**src/rtl/regfile_write_arbiter_pkg.sv**
```systemverilog
// Shared types and sizes for the register-file write-port arbiter.
package regfile_write_arbiter_pkg;

  localparam int unsigned XLEN       = 32;
  localparam int unsigned REG_ADDR_W = 5;
  localparam int unsigned NUM_REGS   = 32;
  localparam int unsigned WAIT_W     = 4;

  typedef struct packed {
    logic [REG_ADDR_W-1:0] rd;
    logic [XLEN-1:0]       data;
  } wr_req_t;

  typedef enum logic [1:0] {
    GRANT_NONE,
    GRANT_WB,
    GRANT_FIFO
  } grant_e;

endpackage

```
**src/rtl/regfile_write_arbiter_if.sv**
```systemverilog
// Bundle of writeback, long-latency, issue, hazard-query and register-file signals.
interface regfile_write_arbiter_if;
  import regfile_write_arbiter_pkg::*;

  logic                  wb_valid;
  logic [REG_ADDR_W-1:0] wb_rd;
  logic [XLEN-1:0]       wb_data;
  logic                  wb_accept;

  logic                  lu_valid;
  logic [REG_ADDR_W-1:0] lu_rd;
  logic [XLEN-1:0]       lu_data;
  logic                  lu_ready;

  logic                  issue_valid;
  logic [REG_ADDR_W-1:0] issue_rd;

  logic [REG_ADDR_W-1:0] rs1;
  logic [REG_ADDR_W-1:0] rs2;
  logic                  rs1_busy;
  logic                  rs2_busy;

  logic                  stall_pipe;
  logic                  rf_we;
  logic [REG_ADDR_W-1:0] rf_a3;
  logic [XLEN-1:0]       rf_wd;
  logic [NUM_REGS-1:0]   busy_mask;

  modport master (
    output wb_valid, wb_rd, wb_data, lu_valid, lu_rd, lu_data,
           issue_valid, issue_rd, rs1, rs2,
    input  wb_accept, lu_ready, rs1_busy, rs2_busy, stall_pipe,
           rf_we, rf_a3, rf_wd, busy_mask
  );

  modport slave (
    input  wb_valid, wb_rd, wb_data, lu_valid, lu_rd, lu_data,
           issue_valid, issue_rd, rs1, rs2,
    output wb_accept, lu_ready, rs1_busy, rs2_busy, stall_pipe,
           rf_we, rf_a3, rf_wd, busy_mask
  );

endinterface

```
**src/rtl/regfile_write_arbiter_rf_wr_fifo.sv**
```systemverilog
// Small power-of-two FIFO holding pending long-latency register writes.
module rf_wr_fifo
  import regfile_write_arbiter_pkg::*;
#(
  parameter int unsigned DEPTH = 2
) (
  input  logic    clk,
  input  logic    rst,
  input  logic    push,
  input  logic    pop,
  input  wr_req_t din,
  output wr_req_t head,
  output logic    full,
  output logic    empty
);

  localparam int unsigned AW = $clog2(DEPTH);
  localparam int unsigned CW = AW + 1;

  wr_req_t       mem [DEPTH];
  logic [AW-1:0] wr_ptr;
  logic [AW-1:0] rd_ptr;
  logic [CW-1:0] count;

  always_ff @(posedge clk) begin
    if (rst) begin
      wr_ptr <= '0;
      rd_ptr <= '0;
      count  <= '0;
    end else begin
      if (push) wr_ptr <= wr_ptr + AW'(1);
      if (pop)  rd_ptr <= rd_ptr + AW'(1);
      case ({push, pop})
        2'b10:   count <= count + CW'(1);
        2'b01:   count <= count - CW'(1);
        default: count <= count;
      endcase
    end
  end

  always_ff @(posedge clk) begin
    if (push) mem[wr_ptr] <= din;
  end

  assign head  = mem[rd_ptr];
  assign full  = (count == CW'(DEPTH));
  assign empty = (count == '0);

endmodule

```
**src/rtl/regfile_write_arbiter.sv**
```systemverilog
// Shares the register-file write port between writeback and a buffered long-latency unit.
module regfile_write_arbiter
  import regfile_write_arbiter_pkg::*;
#(
  parameter int unsigned FIFO_DEPTH = 2,
  parameter int unsigned MAX_WAIT   = 4
) (
  input logic                   clk,
  input logic                   rst,
  regfile_write_arbiter_if.slave bus
);

  localparam logic [WAIT_W-1:0] WAIT_LIMIT = WAIT_W'(MAX_WAIT);

  wr_req_t             fifo_din;
  wr_req_t             fifo_head;
  logic                fifo_push;
  logic                fifo_pop;
  logic                fifo_full;
  logic                fifo_empty;
  logic [WAIT_W-1:0]   wait_cnt;
  logic                stall;
  logic                wb_live;
  grant_e              grant;
  logic [NUM_REGS-1:0] busy;
  logic [NUM_REGS-1:0] busy_next;

  assign fifo_din  = '{rd: bus.lu_rd, data: bus.lu_data};
  assign fifo_push = bus.lu_valid && !fifo_full;
  assign fifo_pop  = (grant == GRANT_FIFO);

  rf_wr_fifo #(.DEPTH(FIFO_DEPTH)) u_fifo (
    .clk   (clk),
    .rst   (rst),
    .push  (fifo_push),
    .pop   (fifo_pop),
    .din   (fifo_din),
    .head  (fifo_head),
    .full  (fifo_full),
    .empty (fifo_empty)
  );

  assign stall   = !fifo_empty && (wait_cnt == WAIT_LIMIT);
  assign wb_live = bus.wb_valid && (bus.wb_rd != '0);

  always_comb begin
    grant = GRANT_NONE;
    if (stall)            grant = GRANT_FIFO;
    else if (wb_live)     grant = GRANT_WB;
    else if (!fifo_empty) grant = GRANT_FIFO;
  end

  // x0 entries still pop from the FIFO but never assert the write enable.
  always_comb begin
    bus.rf_we = 1'b0;
    bus.rf_a3 = '0;
    bus.rf_wd = '0;
    case (grant)
      GRANT_WB: begin
        bus.rf_we = 1'b1;
        bus.rf_a3 = bus.wb_rd;
        bus.rf_wd = bus.wb_data;
      end
      GRANT_FIFO: begin
        bus.rf_we = (fifo_head.rd != '0);
        bus.rf_a3 = fifo_head.rd;
        bus.rf_wd = fifo_head.data;
      end
      default: ;
    endcase
  end

  assign bus.wb_accept  = bus.wb_valid && !stall;
  assign bus.stall_pipe = stall;
  assign bus.lu_ready   = !fifo_full;

  always_ff @(posedge clk) begin
    if (rst)                       wait_cnt <= '0;
    else if (fifo_empty || fifo_pop) wait_cnt <= '0;
    else if (wait_cnt != WAIT_LIMIT) wait_cnt <= wait_cnt + WAIT_W'(1);
  end

  // Set is applied after clear so a new issue wins over a same-cycle completion.
  always_comb begin
    busy_next = busy;
    if (fifo_pop) busy_next[fifo_head.rd] = 1'b0;
    if (bus.issue_valid && (bus.issue_rd != '0)) busy_next[bus.issue_rd] = 1'b1;
    busy_next[0] = 1'b0;
  end

  always_ff @(posedge clk) begin
    if (rst) busy <= '0;
    else     busy <= busy_next;
  end

  assign bus.busy_mask = busy;
  assign bus.rs1_busy  = busy[bus.rs1];
  assign bus.rs2_busy  = busy[bus.rs2];

endmodule

```
**src/flat_wrapper.sv**
```systemverilog
// flat-port wrapper written by rule: the top's interface ports become plain ports
module regfile_write_arbiter_flat import regfile_write_arbiter_pkg::*;
#(
  parameter int unsigned FIFO_DEPTH = 2,
  parameter int unsigned MAX_WAIT   = 4
)
  (clk, rst, bus_wb_valid, bus_wb_rd, bus_wb_data, bus_lu_valid, bus_lu_rd, bus_lu_data, bus_issue_valid, bus_issue_rd, bus_rs1, bus_rs2, bus_wb_accept, bus_lu_ready, bus_rs1_busy, bus_rs2_busy, bus_stall_pipe, bus_rf_we, bus_rf_a3, bus_rf_wd, bus_busy_mask);
  regfile_write_arbiter_if bus_i ();
  input logic clk;
  input logic rst;
  input wire logic [$bits(bus_i.wb_valid)-1:0] bus_wb_valid;
  input wire logic [$bits(bus_i.wb_rd)-1:0] bus_wb_rd;
  input wire logic [$bits(bus_i.wb_data)-1:0] bus_wb_data;
  input wire logic [$bits(bus_i.lu_valid)-1:0] bus_lu_valid;
  input wire logic [$bits(bus_i.lu_rd)-1:0] bus_lu_rd;
  input wire logic [$bits(bus_i.lu_data)-1:0] bus_lu_data;
  input wire logic [$bits(bus_i.issue_valid)-1:0] bus_issue_valid;
  input wire logic [$bits(bus_i.issue_rd)-1:0] bus_issue_rd;
  input wire logic [$bits(bus_i.rs1)-1:0] bus_rs1;
  input wire logic [$bits(bus_i.rs2)-1:0] bus_rs2;
  output wire logic [$bits(bus_i.wb_accept)-1:0] bus_wb_accept;
  output wire logic [$bits(bus_i.lu_ready)-1:0] bus_lu_ready;
  output wire logic [$bits(bus_i.rs1_busy)-1:0] bus_rs1_busy;
  output wire logic [$bits(bus_i.rs2_busy)-1:0] bus_rs2_busy;
  output wire logic [$bits(bus_i.stall_pipe)-1:0] bus_stall_pipe;
  output wire logic [$bits(bus_i.rf_we)-1:0] bus_rf_we;
  output wire logic [$bits(bus_i.rf_a3)-1:0] bus_rf_a3;
  output wire logic [$bits(bus_i.rf_wd)-1:0] bus_rf_wd;
  output wire logic [$bits(bus_i.busy_mask)-1:0] bus_busy_mask;
  assign bus_i.wb_valid = bus_wb_valid;
  assign bus_i.wb_rd = bus_wb_rd;
  assign bus_i.wb_data = bus_wb_data;
  assign bus_i.lu_valid = bus_lu_valid;
  assign bus_i.lu_rd = bus_lu_rd;
  assign bus_i.lu_data = bus_lu_data;
  assign bus_i.issue_valid = bus_issue_valid;
  assign bus_i.issue_rd = bus_issue_rd;
  assign bus_i.rs1 = bus_rs1;
  assign bus_i.rs2 = bus_rs2;
  assign bus_wb_accept = bus_i.wb_accept;
  assign bus_lu_ready = bus_i.lu_ready;
  assign bus_rs1_busy = bus_i.rs1_busy;
  assign bus_rs2_busy = bus_i.rs2_busy;
  assign bus_stall_pipe = bus_i.stall_pipe;
  assign bus_rf_we = bus_i.rf_we;
  assign bus_rf_a3 = bus_i.rf_a3;
  assign bus_rf_wd = bus_i.rf_wd;
  assign bus_busy_mask = bus_i.busy_mask;
  regfile_write_arbiter #(.FIFO_DEPTH(FIFO_DEPTH), .MAX_WAIT(MAX_WAIT)) u_core (.clk(clk), .rst(rst), .bus(bus_i));
endmodule
```
**config.mk**
```make
export PLATFORM = sky130hd
export DESIGN_NAME = regfile_write_arbiter_flat
export DESIGN_NICKNAME = d
export VERILOG_FILES = /design/src/rtl/regfile_write_arbiter_pkg.sv /design/src/rtl/regfile_write_arbiter_if.sv /design/src/rtl/regfile_write_arbiter_rf_wr_fifo.sv /design/src/rtl/regfile_write_arbiter.sv /design/src/flat_wrapper.sv
export SDC_FILE = /design/constraint.sdc
export NUM_CORES = 1
export LEC_CHECK = 0
export CAP_MARGIN = 20
export CORE_ASPECT_RATIO = 0.7
export CORE_MARGIN = 1.5
export CORE_UTILIZATION = 35
export DETAILED_ROUTE_END_ITERATION = 8
export GPL_ROUTABILITY_DRIVEN = 0
export PLACE_DENSITY = 0.6
export SLEW_MARGIN = 20
export SYNTH_ARGS = -nofsm -noshare
export SYNTH_HDL_FRONTEND = slang
export SYNTH_SLANG_ARGS = --single-unit
```
**constraint.sdc**
```tcl
create_clock -name clk -period 3.55 [get_ports clk]
set_clock_uncertainty 0.05 [all_clocks]
set_input_delay 0.5325 -clock clk [delete_from_list [all_inputs] [get_ports clk]]
set_output_delay 0.5325 -clock clk [all_outputs]
set_load 0.005 [all_outputs]
```
==> run_results.csv <==
group,metric,value,unit
logic_synthesis,synth.top_cell.area_share,40.50,%
logic_synthesis,yosys-top-cells-count,"edfxtp_1, nor2_1, a21oi_1, a22oi_1, dfxtp_1",
drt,first_pass_iters,5,
logic_synthesis,ys_ff_latch,114,
cts,clk_pin_slew,50,ps
logic_synthesis,ys.warnings.count,0,
drt,routedWlPerCell,17.79,µm
logic_synthesis,syn_avg_cell_area,11.02,µm²
logic_synthesis,yosysSeqAreaShare,55.10,%
sta,drv_slew,0,
min_path,hold_path_end,"u_core.wait_cnt[1]",
critical_path,cp.required,2970,ps
logic_synthesis,synth_cell_type_count,38,
cts,clock_latency,400,ps
drt,routed_wl,15.73,mm
floorplanning,dieWidth,152.6,µm
drt,dr.first_iter.drc_count,277,
placed_design,placed_cell_area,7443,µm²
floorplanning,core_area,15400,µm²
floorplanning,ioPinCount,169,
sta,clock.fmax,281.6,MHz
logic_synthesis,yosys-top-cells-area,"edfxtp_1, dfxtp_1, mux2_2",
sta,finalWorstSetupSlack,-0.7849,ps
placed_design,dp_hpwl,11.73,mm
critical_path,start_kind,"input port",
drt,met3_length,1.084,mm
critical_path,path_class,"input port to output port",
final_layout,drive_gt1_share,14.47,%
drt,wl_met1,7.358,mm
power,leakagePower,2.888,nW
drt,vias,4556,
grt,grt_pass1_vias,4550,
min_path,whs_path_depth,2,
logic_synthesis,synthCells,498,
status,outcome,"finished, violations left",
cts,cts_root_buf,"clkbuf_16",
power,power.total,0.004253,W
drt,viasPerCell,5.154,
power,vdd_drop_max,0.3423,mV
drt,dr_wl_met2,7.136,mm
sta,rsz0062_at_grt,"yes",
floorplanning,initial_core_util,35.62,%
sta,fin_crit,3551,ps
cts,hold_buffers,0,
sta,hold_viol_final,0,
cts,cts_buffers,17,
cts,cts_tree,"done",
critical_path,timing.rr.start,"u_core.wait_cnt[0]",
final_layout,syn_to_final_growth,47.07,%
placed_design,port_buffers,167,
logic_synthesis,synth_fp_nets,597,
drt,drc,0,
critical_path,r2r_setup_slack,900,ps
drt,highest_layer,"met4",
final_layout,stdcell_area,8069,µm²
critical_path,end_kind,"output port",
grt,antenna_found_initial,0,
final_layout,fin_nets,770,
grt,grt_overflow,0,
logic_synthesis,yosysTopAreaCell,"edfxtp_1",
sta,max_slew_margin,37.16,%
min_path,hold_path_class,"flip-flop to flip-flop",
cts,h-tree-depth,4,
drt,ant_nets,0,
logic_synthesis,synthFlopType,"edfxtp_1",
critical_path,r2r-end,"u_core.u_fifo.count[1]",
floorplanning,row_count,38,
flow_run,drv_cap,0,
critical_path,critPathArrivalTime,2970,ps
critical_path,rr_worst_depth,12,
logic_synthesis,yosysMostFrequentCell,"edfxtp_1",
grt,grt_usage,19.36,%
min_path,hp-start,"u_core.wait_cnt[1]",
sta,setup_tns,-0.7849,ps
logic_synthesis,synth_edf_count,74,
cts,cts.path.max_buffers,2,
logic_synthesis,ys_async_sr_fraction,0,%
floorplanning,die_h,107.8,µm
cts,cts_sinks,114,
final_layout,insertedDiodeCount,0,
status,violations,"setup timing",
logic_synthesis,syn-cell-area,5487,µm²
sta,worst_slew_pin_slew,942.6,ps
critical_path,critical_path.max_fanout,24,
power,powerDensity,527.1,nW/µm²
sta,fin_crit_sh,100.0,%
floorplanning,die-area,16450,µm²
grt,grt_pass1_wl,24.50,mm
sta,setup_violations,1,
grt,grt_max_degree,38,
-- worst max path at each step --
stage | startpoint | slack [ps] | to | cells past startpoint
2_1_floorplan | bus_wb_rd[4] | 580 | bus_rf_a3[1] | 10
3_3_place_gp | bus_wb_rd[4] | -100 | bus_rf_a3[0] | 10
3_5_place_dp | bus_wb_rd[4] | -230 | bus_rf_wd[25] | 9
4_1_cts | bus_wb_rd[4] | 0.8 | bus_rf_wd[1] | 11
5_1_grt | bus_wb_rd[4] | -100 | bus_rf_wd[1] | 11
6_report | bus_wb_rd[4] | -0.8 | bus_rf_wd[25] | 10
-- metrics by stage --
stage / hold slack [ps] / utilization, % / setup WS, ps / std cells
2_1_floorplan: 411.8 / - / 583.5 / 498
3_3_place_gp: 424.8 / 48.32 / -95.73 / 851
3_5_place_dp: 450.8 / 48.32 / -230.4 / 851
4_1_cts: 457.4 / 52.28 / 0.8069 / 884
5_1_grt: 478.6 / 52.38 / -96.75 / 884
6_report: 457.7 / 52.38 / -0.7849 / 884
-- state kept, by name, summed over array words and instances, names as in the netlist, named ones only --
register	count
u_core.u_fifo.mem	74
u_core.u_fifo.wr_ptr	1
u_core.wait_cnt	4
u_core.bus.busy_mask	31
u_core.u_fifo.rd_ptr	1
u_core.u_fifo.count	2
-- critical path, stage by stage --
cell,delay (ps)
clkdlybuf4s50_1,420
or4_4,550
o21ai_4,180
o22ai_2,100
inv_1,100
ha_4,150
buf_8,180
a22oi_1,100
nor2_1,120
clkdlybuf4s50_1,520
-- final cells by class --
| type | instances | area, µm² |
|---|---|---|
| fillers | 1373 | 7336 |
| flip-flops and latches | 114 | 3024 |
| multi-input cells | 345 | 2332 |
| repair buffers | 186 | 1872 |
| clock buffers | 21 | 450.4 |
| well taps | 200 | 250.2 |
| clock inverters | 11 | 113.9 |
| inverters | 7 | 26.28 |
-- cells in the final DEF (no fill, tap or decap), types with 3 or more instances in the layout --
master / n
xor2_1: 3
buf_12: 3
mux4_2: 6
o21ai_1: 4
mux2_2: 37
a22oi_1: 41
nor2_1: 56
inv_1: 7
dfxtp_1: 39
nor2b_1: 7
edfxtp_1: 74
nand2_1: 38
xnor2_1: 4
nand2b_1: 8
clkbuf_1: 3
mux2i_1: 23
clkinvlp_4: 4
clkinv_2: 4
nand3_1: 21
o21ai_0: 28
a21oi_1: 41
clkbuf_16: 17
dlymetal6s2s_1: 6
ha_1: 3
buf_4: 14
dlygate4sd2_1: 8
clkdlybuf4s50_1: 153
-- timing repair --
| action | CTS | global route |
|---|---|---|
| setup buffers | 1 | 0 |
| gates resized for setup | 19 | 6 |
| pin swaps | 1 | 0 |
| setup endpoints to repair | 38 | 30 |
-- metal layers --
layer	vias up	global-route usage (%)
met1	2202	26.34
met2	148	29.63
met4	0	6.250
met5	-	0
met3	14	5.636
li1	2192	-
-- cell families after synthesis --
logic type,synth area share (%)
and+or+nand+nor,11.54
AOI/OAI and AO/OA,13.57
DFF,55.10
muxes,14.25
buffers and inverters,3.216
xor gates and xnor gates,1.117
adders and majority gates,1.140
other,0.06835
-- report_power, final --
group / internal, W / switching, W / total, W / leakage (nW)
registers: 0.00156 / 0.0000553 / 0.00162 / 1.02
clock network: 0.00104 / 0.000578 / 0.00162 / 0.266
logic: 0.000516 / 0.000499 / 0.00102 / 1.60
Power figures use the tool's default switching activity.
